<file path="src/rtl/mem_access_stage.sv">
// MEM stage of a 5-stage MIPS pipeline.
// Issues lw/lh/lhu/lb/sw accesses on a req/ack data-memory bus, stalls the
// upstream pipeline while an access is outstanding, extends load data and
// registers the MEM/WB fields for the writeback stage.
module mem_access_stage #(
  parameter int ACK_TIMEOUT = 255
) (
  input  logic        clk,
  input  logic        rst_n,
  input  logic        RegWrite_in,
  input  logic        MemWrite_in,
  input  logic        MemRead_in,
  input  logic        MemToReg_in,
  input  logic [1:0]  load_mode_in,
  input  logic [31:0] aluResult_in,
  input  logic [31:0] rt_in,
  input  logic [4:0]  writebackDestination_in,
  output logic        dmem_req,
  output logic        dmem_we,
  output logic [31:0] dmem_addr,
  output logic [31:0] dmem_wdata,
  input  logic [31:0] dmem_rdata,
  input  logic        dmem_ack,
  output logic        mem_stall,
  output logic        RegWrite_out,
  output logic        MemToReg_out,
  output logic [31:0] memData_out,
  output logic [31:0] aluResult_out,
  output logic [4:0]  writebackDestination_out,
  output logic        fault_out
);

  localparam logic [7:0] TMO_LIMIT = 8'(ACK_TIMEOUT);

  typedef enum logic {IDLE, WAIT_ACK} state_t;

  state_t      state;
  logic [7:0]  tmo_cnt;

  // Copies of the EX/MEM fields taken on entry to WAIT_ACK; the upstream
  // inputs are not looked at again until the access finishes.
  logic        lat_regwrite;
  logic        lat_memtoreg;
  logic        lat_we;
  logic [1:0]  lat_mode;
  logic [31:0] lat_alu;
  logic [4:0]  lat_dest;

  logic        access_in;
  logic        aligned;
  logic        timeout_hit;
  logic [15:0] half_sel;
  logic [7:0]  byte_sel;
  logic [31:0] load_data;

  assign access_in = MemRead_in | MemWrite_in;

  // Stores are always word accesses; loads are checked against their width.
  always_comb begin
    aligned = 1'b1;
    if (MemWrite_in) begin
      aligned = (aluResult_in[1:0] == 2'b00);
    end else begin
      case (load_mode_in)
        2'b00:   aligned = (aluResult_in[1:0] == 2'b00);
        2'b01,
        2'b10:   aligned = (aluResult_in[0] == 1'b0);
        default: aligned = 1'b1;
      endcase
    end
  end

  assign timeout_hit = (state == WAIT_ACK) && !dmem_ack && (tmo_cnt == TMO_LIMIT);

  // Stall on an aligned access entering the stage and for every WAIT_ACK
  // cycle that neither completes nor aborts the access.
  always_comb begin
    mem_stall = 1'b0;
    if (state == IDLE) begin
      mem_stall = access_in & aligned;
    end else begin
      mem_stall = !dmem_ack && !timeout_hit;
    end
  end

  // Little-endian lane selection from the latched byte offset, then extension.
  always_comb begin
    half_sel = lat_alu[1] ? dmem_rdata[31:16] : dmem_rdata[15:0];
    case (lat_alu[1:0])
      2'b00:   byte_sel = dmem_rdata[7:0];
      2'b01:   byte_sel = dmem_rdata[15:8];
      2'b10:   byte_sel = dmem_rdata[23:16];
      default: byte_sel = dmem_rdata[31:24];
    endcase
    case (lat_mode)
      2'b00:   load_data = dmem_rdata;
      2'b01:   load_data = {{16{half_sel[15]}}, half_sel};
      2'b10:   load_data = {16'h0000, half_sel};
      default: load_data = {{24{byte_sel[7]}}, byte_sel};
    endcase
  end

  // Access FSM with registered bus and MEM/WB outputs.
  always_ff @(posedge clk or negedge rst_n) begin
    if (!rst_n) begin
      state                    <= IDLE;
      tmo_cnt                  <= 8'd0;
      dmem_req                 <= 1'b0;
      dmem_we                  <= 1'b0;
      dmem_addr                <= 32'd0;
      dmem_wdata               <= 32'd0;
      lat_regwrite             <= 1'b0;
      lat_memtoreg             <= 1'b0;
      lat_we                   <= 1'b0;
      lat_mode                 <= 2'b00;
      lat_alu                  <= 32'd0;
      lat_dest                 <= 5'd0;
      RegWrite_out             <= 1'b0;
      MemToReg_out             <= 1'b0;
      memData_out              <= 32'd0;
      aluResult_out            <= 32'd0;
      writebackDestination_out <= 5'd0;
      fault_out                <= 1'b0;
    end else begin
      fault_out <= 1'b0;
      case (state)
        IDLE: begin
          MemToReg_out             <= MemToReg_in;
          aluResult_out            <= aluResult_in;
          writebackDestination_out <= writebackDestination_in;
          memData_out              <= 32'd0;
          if (!access_in) begin
            RegWrite_out <= RegWrite_in;
          end else if (!aligned) begin
            // Misaligned: no bus cycle, suppress the register write.
            RegWrite_out <= 1'b0;
            fault_out    <= 1'b1;
          end else begin
            // Aligned: launch the bus access and emit a bubble.
            RegWrite_out <= 1'b0;
            lat_regwrite <= RegWrite_in;
            lat_memtoreg <= MemToReg_in;
            lat_we       <= MemWrite_in;
            lat_mode     <= load_mode_in;
            lat_alu      <= aluResult_in;
            lat_dest     <= writebackDestination_in;
            dmem_req     <= 1'b1;
            dmem_we      <= MemWrite_in;
            dmem_addr    <= {aluResult_in[31:2], 2'b00};
            dmem_wdata   <= rt_in;
            tmo_cnt      <= 8'd0;
            state        <= WAIT_ACK;
          end
        end
        WAIT_ACK: begin
          if (dmem_ack) begin
            dmem_req                 <= 1'b0;
            dmem_we                  <= 1'b0;
            tmo_cnt                  <= 8'd0;
            state                    <= IDLE;
            RegWrite_out             <= lat_regwrite & ~lat_we;
            MemToReg_out             <= lat_memtoreg;
            aluResult_out            <= lat_alu;
            writebackDestination_out <= lat_dest;
            memData_out              <= lat_we ? 32'd0 : load_data;
          end else if (timeout_hit) begin
            // Abort; any ack that shows up later lands in IDLE and is ignored.
            dmem_req     <= 1'b0;
            dmem_we      <= 1'b0;
            tmo_cnt      <= 8'd0;
            state        <= IDLE;
            RegWrite_out <= 1'b0;
            memData_out  <= 32'd0;
            fault_out    <= 1'b1;
          end else begin
            tmo_cnt      <= tmo_cnt + 8'd1;
            RegWrite_out <= 1'b0;
          end
        end
        default: state <= IDLE;
      endcase
    end
  end

endmodule

</file>
<file path="config.mk">
export PLATFORM = sky130hd
export DESIGN_NAME = mem_access_stage
export DESIGN_NICKNAME = d
export VERILOG_FILES = /design/src/rtl/mem_access_stage.sv
export SDC_FILE = /design/constraint.sdc
export NUM_CORES = 1
export LEC_CHECK = 0
export CELL_PAD_IN_SITES_DETAIL_PLACEMENT = 1
export CELL_PAD_IN_SITES_GLOBAL_PLACEMENT = 1
export CORE_ASPECT_RATIO = 0.9
export CORE_MARGIN = 10
export CORE_UTILIZATION = 35
export DETAILED_ROUTE_END_ITERATION = 8
export PLACE_DENSITY_LB_ADDON = 0.12
export SETUP_SLACK_MARGIN = 0.05
export SKIP_LAST_GASP = 1
export SLEW_MARGIN = 15
export SYNTH_ARGS = -nofsm -noshare
export SYNTH_HDL_FRONTEND = slang
export SYNTH_SLANG_ARGS = --single-unit
</file>
<file path="constraint.sdc">
create_clock -name clk -period 2.42 [get_ports clk]
set_input_delay 0.363 -clock clk [delete_from_list [all_inputs] [get_ports clk]]
set_output_delay 0.363 -clock clk [all_outputs]
set_load 0.005 [all_outputs]
</file>
==> impl_metrics.yaml, run 1 <==
grt:
  grt_use_total_pct: 17.8
  grt-ovfl-total: 0
  grt_first_pass_wirelength_um: 37200
  grt_pass1_vias: 6529
  grt_max_degree: 98
  antenna_found_initial: 1
timing:
  worst_pin_slew_ns: 0.606
  finalHoldViolations: 0
  drv_slew: 0
  finalCritPeriodShare_pct: 96.9
  max_freq_mhz: 427
  grt_setup_unrepaired: "false"
  period_needed_ns: 2.34
  relSlewSlack_pct: 59.4
  skew_ns: 0.0116
  tns_ns: 0
  setup_viol: 0
floorplan:
  die_area_um2: 26800
  die_y_um: 156
  rows: 49
  die_w_um: 171
  core_um2: 20100
  start_util_pct: 35.9
  io_pins: 249
synthesis:
  synthFlopType: "dfrtp_1"
  ys_top_cells_by_area: "dfrtp_1 54%, mux2_1 7.3%, mux2i_1 5.8%"
  ys_types: 48
  synthArstFlopShare_pct: 100
  yosys_register_bits: 157
  synth_area_um2: 7220
  avgSynthCellArea_um2: 11.4
  synth_top_area_cell: "dfrtp_1"
  ys_seq_area_share_pct: 54.4
  syn_inst: 633
  synth.top_cell.area_share_pct: 54.4
  synth_top_cells_by_count: "157 x dfrtp_1, 65 x a21oi_1, 49 x nand2_1"
  synth-edff-count: 0
  yosysWarnings: 0
  synthMostInstantiatedCell: "dfrtp_1"
finish:
  finalNetCount: 974
  n_antenna_cell: 0
  regArea_um2: 3930
  fillCellCount: 2138
  layout-drive-gt1-share_pct: 12.9
  fin_util_pct: 52.1
  syn_to_final_growth_pct: 45.1
  multi_input_area_um2: 2850
job:
  maxCapViolations: 0
hold_path:
  hp-class: "in2async"
cts:
  clk_latency_ns: 0.42
  htree_levels: 4
  clock_tree.root_cell: "clkbuf_16"
  cts_tree: "built"
  clk_path_buf_depth: 2
  clock-sinks: 157
  cts_made_buffers: 17
  clk_pin_slew_worst_paths_ns: 0.07
run_status:
  status: "complete, no violations"
drt:
  drt-wirelength-per-cell_um: 21.2
  num_vias: 5703
  postRouteAntennaNets: 0
  firstDrtPassIters: 4
  drt_first_iter_violations: 258
  via_per_inst: 5.06
  post-route-drc-count: 0
  routed_wl_um: 23900
critical_path:
  cp_data_required_time_ns: 2.06
  crit_fanout: 2
  slowest_delay_ns: 0.44
  slowest_stage: "clkdlybuf4s50_1"
  worstPathCellList: "clkdlybuf4s50_1 > buf_4 > ha_2 > nand2b_1 > o221a_4 > nor3_4 > or2_2 > buf_2"
  r2r_cells: 6
  path_class: "in2out"
  worstSetupStartpointType: "input pin"
  crit_path_end_kind: "output port"
  r2r_start: "tmo_cnt[0]$_DFFE_PN0P_"
  arrival_ns: 1.98
  r2r_end: "tmo_cnt[5]$_DFFE_PN0P_"
  regToRegSetupSlack_ns: 0.57
placed_design:
  dp_hpwl_um: 17900
  port_buffers: 246
  routabilityCongestion: 0.797
power_and_ir_drop:
  p_int_uw: 6620
  finalPower_uw: 9600
  pwr-share-seq_pct: 38.9
  clockPowerShare_pct: 27.3
  p_switching_uw: 2970
  irDropWorstVdd_mv: 0.445
  p_leak_uw: 0.00448
  switching_share_pct: 31.0
  p_comb_share_pct: 33.8
  p_per_area_nw_per_um2: 916
==> placed cells by master (no fill, tap or decap), drive strengths merged, types with 2 or more instances in the layout <==
master         count
a2111oi            3
a211o              2
a21oi             65
a22o              10
and3               5
buf               37
clkbuf            18
clkdlybuf4s50    242
clkinv             2
clkinvlp           4
conb               2
dfrtp            157
ha                 3
inv               17
mux2              74
mux2i             42
mux4               4
nand2             49
nand2b             5
nand3             18
nor2              43
nor2b              3
nor3               3
o211ai             3
o21a               2
o21ai             35
o311ai             4
or2                2
==> worst max path at each step <==
stage | startpoint | end | slack [ns] | cells past startpoint
after detailed placement | load_mode_in[1] | mem_stall | -0.31 | 8
after CTS | load_mode_in[0] | mem_stall | 0.06 | 8
after global placement | load_mode_in[1] | mem_stall | -0.32 | 8
after floorplan | load_mode_in[0] | mem_stall | 0.44 | 8
final | load_mode_in[0] | mem_stall | 0.08 | 8
after global routing | load_mode_in[0] | mem_stall | 0.01 | 8
==> timing repair <==
item	CTS	global route
pin swaps	1	1
endpoints found under the setup margin	1	1
resized for setup	5	7
buffers inserted	1	1
endpoints found under the hold margin	16	0
hold buffers	1	0
==> logic make-up (layout without fill, tap and decap cells) <==
kind of cell / after synthesis / count (layout) / synth area share (%)
multiplexers: 120 / 120 / 18.6
AO/OA/AOI/OAI: 137 / 137 / 11.5
buffers and inverters: 84 / 323 / 7.00
adder cells (fa/ha/maj): 3 / 3 / 0.520
AND/OR/NAND/NOR: 131 / 131 / 7.92
flip-flops: 157 / 157 / 54.4
other: 1 / 2 / 0.0519
==> power groups by stage <==
stage / Clock, uW / Combinational [uW] / Sequential [uW]
2_1_floorplan: 0 / 1570 / 3680
3_3_place_gp: 0 / 3180 / 3730
3_5_place_dp: 0 / 3280 / 3790
4_1_cts: 2680 / 3310 / 3750
5_1_grt: 2820 / 3550 / 3840
6_report: 2620 / 3240 / 3740
==> worst max-delay path: cells and delay by family <==
family                     cells  cell delay, ns
buffers and inverters          3            0.75
and+or+nand+nor                3            0.46
AOI/OAI and AO/OA              1            0.22
adders and majority gates      1            0.19
==> routing by layer <==
metal / share of wire (%) / vias to the layer above / track usage, %
met5: 0.071 / - / 0
met4: 1.1 / 2 / 4.14
met3: 8.7 / 16 / 8.12
met2: 53 / 150 / 31.4
met1: 38 / 2888 / 19.0
li1: - / 2647 / -
==> through the flow <==
step           worst slack (ns)  instances  area, um2  hold WS [ns]
4_1_cts                  0.0578       1127      10400         0.333
2_1_floorplan             0.436        634       7220        0.0674
3_5_place_dp             -0.311       1094       9850         0.216
5_1_grt                  0.0147       1128      10500         0.333
3_3_place_gp             -0.319       1094       9850         0.207
6_report                 0.0759       1128      10500         0.333
==> layout make-up <==
| cell class | count | area share [%] |
|---|---|---|
| Clock buffer | 18 | 4.19 |
| Clock inverter | 13 | 1.23 |
| Inverter | 11 | 0.394 |
| Multi-Input combinational cell | 393 | 27.2 |
| Sequential cell | 157 | 37.5 |
| Tap cell | 255 | 3.04 |
| Timing Repair Buffer | 281 | 26.4 |
==> sequential cells by signal, indices dropped and copies added (netlist names) <==
name	count
MemToReg_out	1
dmem_req	1
RegWrite_out	1
lat_alu	32
lat_regwrite	1
writebackDestination_out	5
lat_memtoreg	1
lat_we	1
dmem_wdata	32
dmem_we	1
aluResult_out	32
state	1
lat_dest	5
lat_mode	2
memData_out	32
tmo_cnt	8
fault_out	1
Power figures use the tool's default switching activity.
==> inputs of run 2 (changes only) <==
SKIP_CTS_REPAIR_TIMING = 1   (was not set)
==> impl_metrics.yaml, run 2 (synthesis gave the netlist of run 1 again) <==
drt:
  drt_first_iter_violations: 265
  post-route-drc-count: 0
  wl_met2_um: 12400
  postRouteAntennaNets: 0
  firstDrtPassIters: 5
  via_per_inst: 5.02
  m1WireLength_um: 8960
  wl_met3_um: 2070
  routed.top_layer: "met5"
  num_vias: 5656
  routed_wl_um: 23700
  drt-wirelength-per-cell_um: 21.1
timing:
  setup_viol: 0
  finalCritPeriodShare_pct: 95.5
  tns_ns: 0
  worst_pin_slew_ns: 0.606
  grt_setup_unrepaired: "false"
  finalHoldViolations: 0
  relSlewSlack_pct: 59.4
  skew_ns: 0.0116
  max_freq_mhz: 433
  period_needed_ns: 2.31
  worst_slack_ns: 0.108
  timing.hold.ws_ns: 0.329
  drv_slew: 0
cts:
  clock_tree.root_cell: "clkbuf_16"
  clk_pin_slew_worst_paths_ns: 0.07
  clk_latency_ns: 0.42
  cts_made_buffers: 17
  htree_levels: 4
  clk_path_buf_depth: 2
  clock-sinks: 157
  cts_tree: "built"
finish:
  layout-drive-gt1-share_pct: 12.6
  fin_util_pct: 52.0
  finalInstanceArea_um2: 10500
  syn_to_final_growth_pct: 44.9
  mostFrequentLayoutCell: "clkdlybuf4s50_1"
  n_antenna_cell: 0
  multi_input_area_um2: 2850
  finalNetCount: 972
  final_cell_mix: "243 x clkdlybuf4s50_1, 156 x dfrtp_1, 65 x a21oi_1"
  regArea_um2: 3930
  fillCellCount: 2133
grt:
  antenna_found_initial: 1
  grt_use_total_pct: 17.8
  grt_pass1_vias: 6517
  grt_max_degree: 98
  grt-ovfl-total: 0
  grt_first_pass_wirelength_um: 37100
critical_path:
  r2r_start: "tmo_cnt[0]$_DFFE_PN0P_"
  regToRegSetupSlack_ns: 0.57
  arrival_ns: 1.95
  critPathLaunch: "load_mode_in[1]"
  worstSetupStartpointType: "input pin"
  r2r_end: "tmo_cnt[5]$_DFFE_PN0P_"
  crit_path_end_kind: "output port"
  path_class: "in2out"
  cp_data_required_time_ns: 2.06
  r2r_cells: 6
  crit_end: "mem_stall"
  crit_fanout: 2
power_and_ir_drop:
  p_int_uw: 6620
  p_comb_share_pct: 33.8
  p_leak_uw: 0.00447
  switching_share_pct: 31.0
  irDropWorstVdd_mv: 0.447
  clockPowerShare_pct: 27.3
  p_per_area_nw_per_um2: 917
  p_switching_uw: 2970
  pwr-share-seq_pct: 38.9
placed_design:
  routabilityCongestion: 0.797
  port_buffers: 246
  dp_slack_ns: -0.311
  dp_hpwl_um: 17900
  placed_area_um2: 9850
floorplan:
  die_area_um2: 26800
  die_y_um: 156
  die_w_um: 171
  core_um2: 20100
  start_util_pct: 35.9
  io_pins: 249
  rows: 49
hold_path:
  hp-class: "in2async"
job:
  maxCapViolations: 0
run_status:
  status: "complete, no violations"
## run 2: changes by cell type in the layout (fill, tap and decap cells not counted), sizes merged
cell           change
buf                -2
clkdlybuf4s50      +1
dlymetal6s2s       -1
## run 2: power groups by stage
stage	registers, uW	logic [uW]	clock network, uW
2_1_floorplan	3680	1570	0
3_3_place_gp	3730	3180	0
3_5_place_dp	3790	3280	0
4_1_cts	3750	3310	2680
5_1_grt	3840	3550	2820
6_report	3730	3240	2620
## run 2: through the flow
stage / cells / power, uW
6_report: 1126 / 9590
2_1_floorplan: 634 / 5250
3_5_place_dp: 1094 / 7070
4_1_cts: 1125 / 9740
3_3_place_gp: 1094 / 6920
5_1_grt: 1126 / 10200
## run 2: metal layers
layer  vias up  track usage, %
met5         -               0
met4         2            4.14
met3        18            8.12
met2       139            31.4
met1      2849            19.0
li1       2648               -
## run 2: worst min path at each step
stage | endpoint | depth (start not counted)
finish | aluResult_out[9]$_DFFE_PN0P_ | 2
global route | aluResult_out[9]$_DFFE_PN0P_ | 2
CTS | aluResult_out[9]$_DFFE_PN0P_ | 1
detailed placement | aluResult_out[9]$_DFFE_PN0P_ | 1
global placement | aluResult_out[9]$_DFFE_PN0P_ | 1
floorplan | MemToReg_out$_DFFE_PN0P_ | 0
## run 2: final cells by class
cell class,count,share of cell area [%]
sequential,157,37.6
tap,255,3.05
clock inverter,13,1.23
clock buffer,18,4.20
timing repair buffer,279,26.3
inverter,11,0.395
multi-input combinational,393,27.2
## run 2: critical path: stages
cell and delay [ns]:
clkdlybuf4s50_1 0.50, inv_2 0.07, ha_4 0.16, o21bai_4 0.15, o221a_4 0.23, nor3_4 0.04
or2_2 0.29, buf_2 0.15
==> inputs of run 3 (changes only) <==
SLEW_MARGIN = not set   (was 15)
==> results of run 3 <==
Final layout, timing and power as in run 2 (identical DEF).
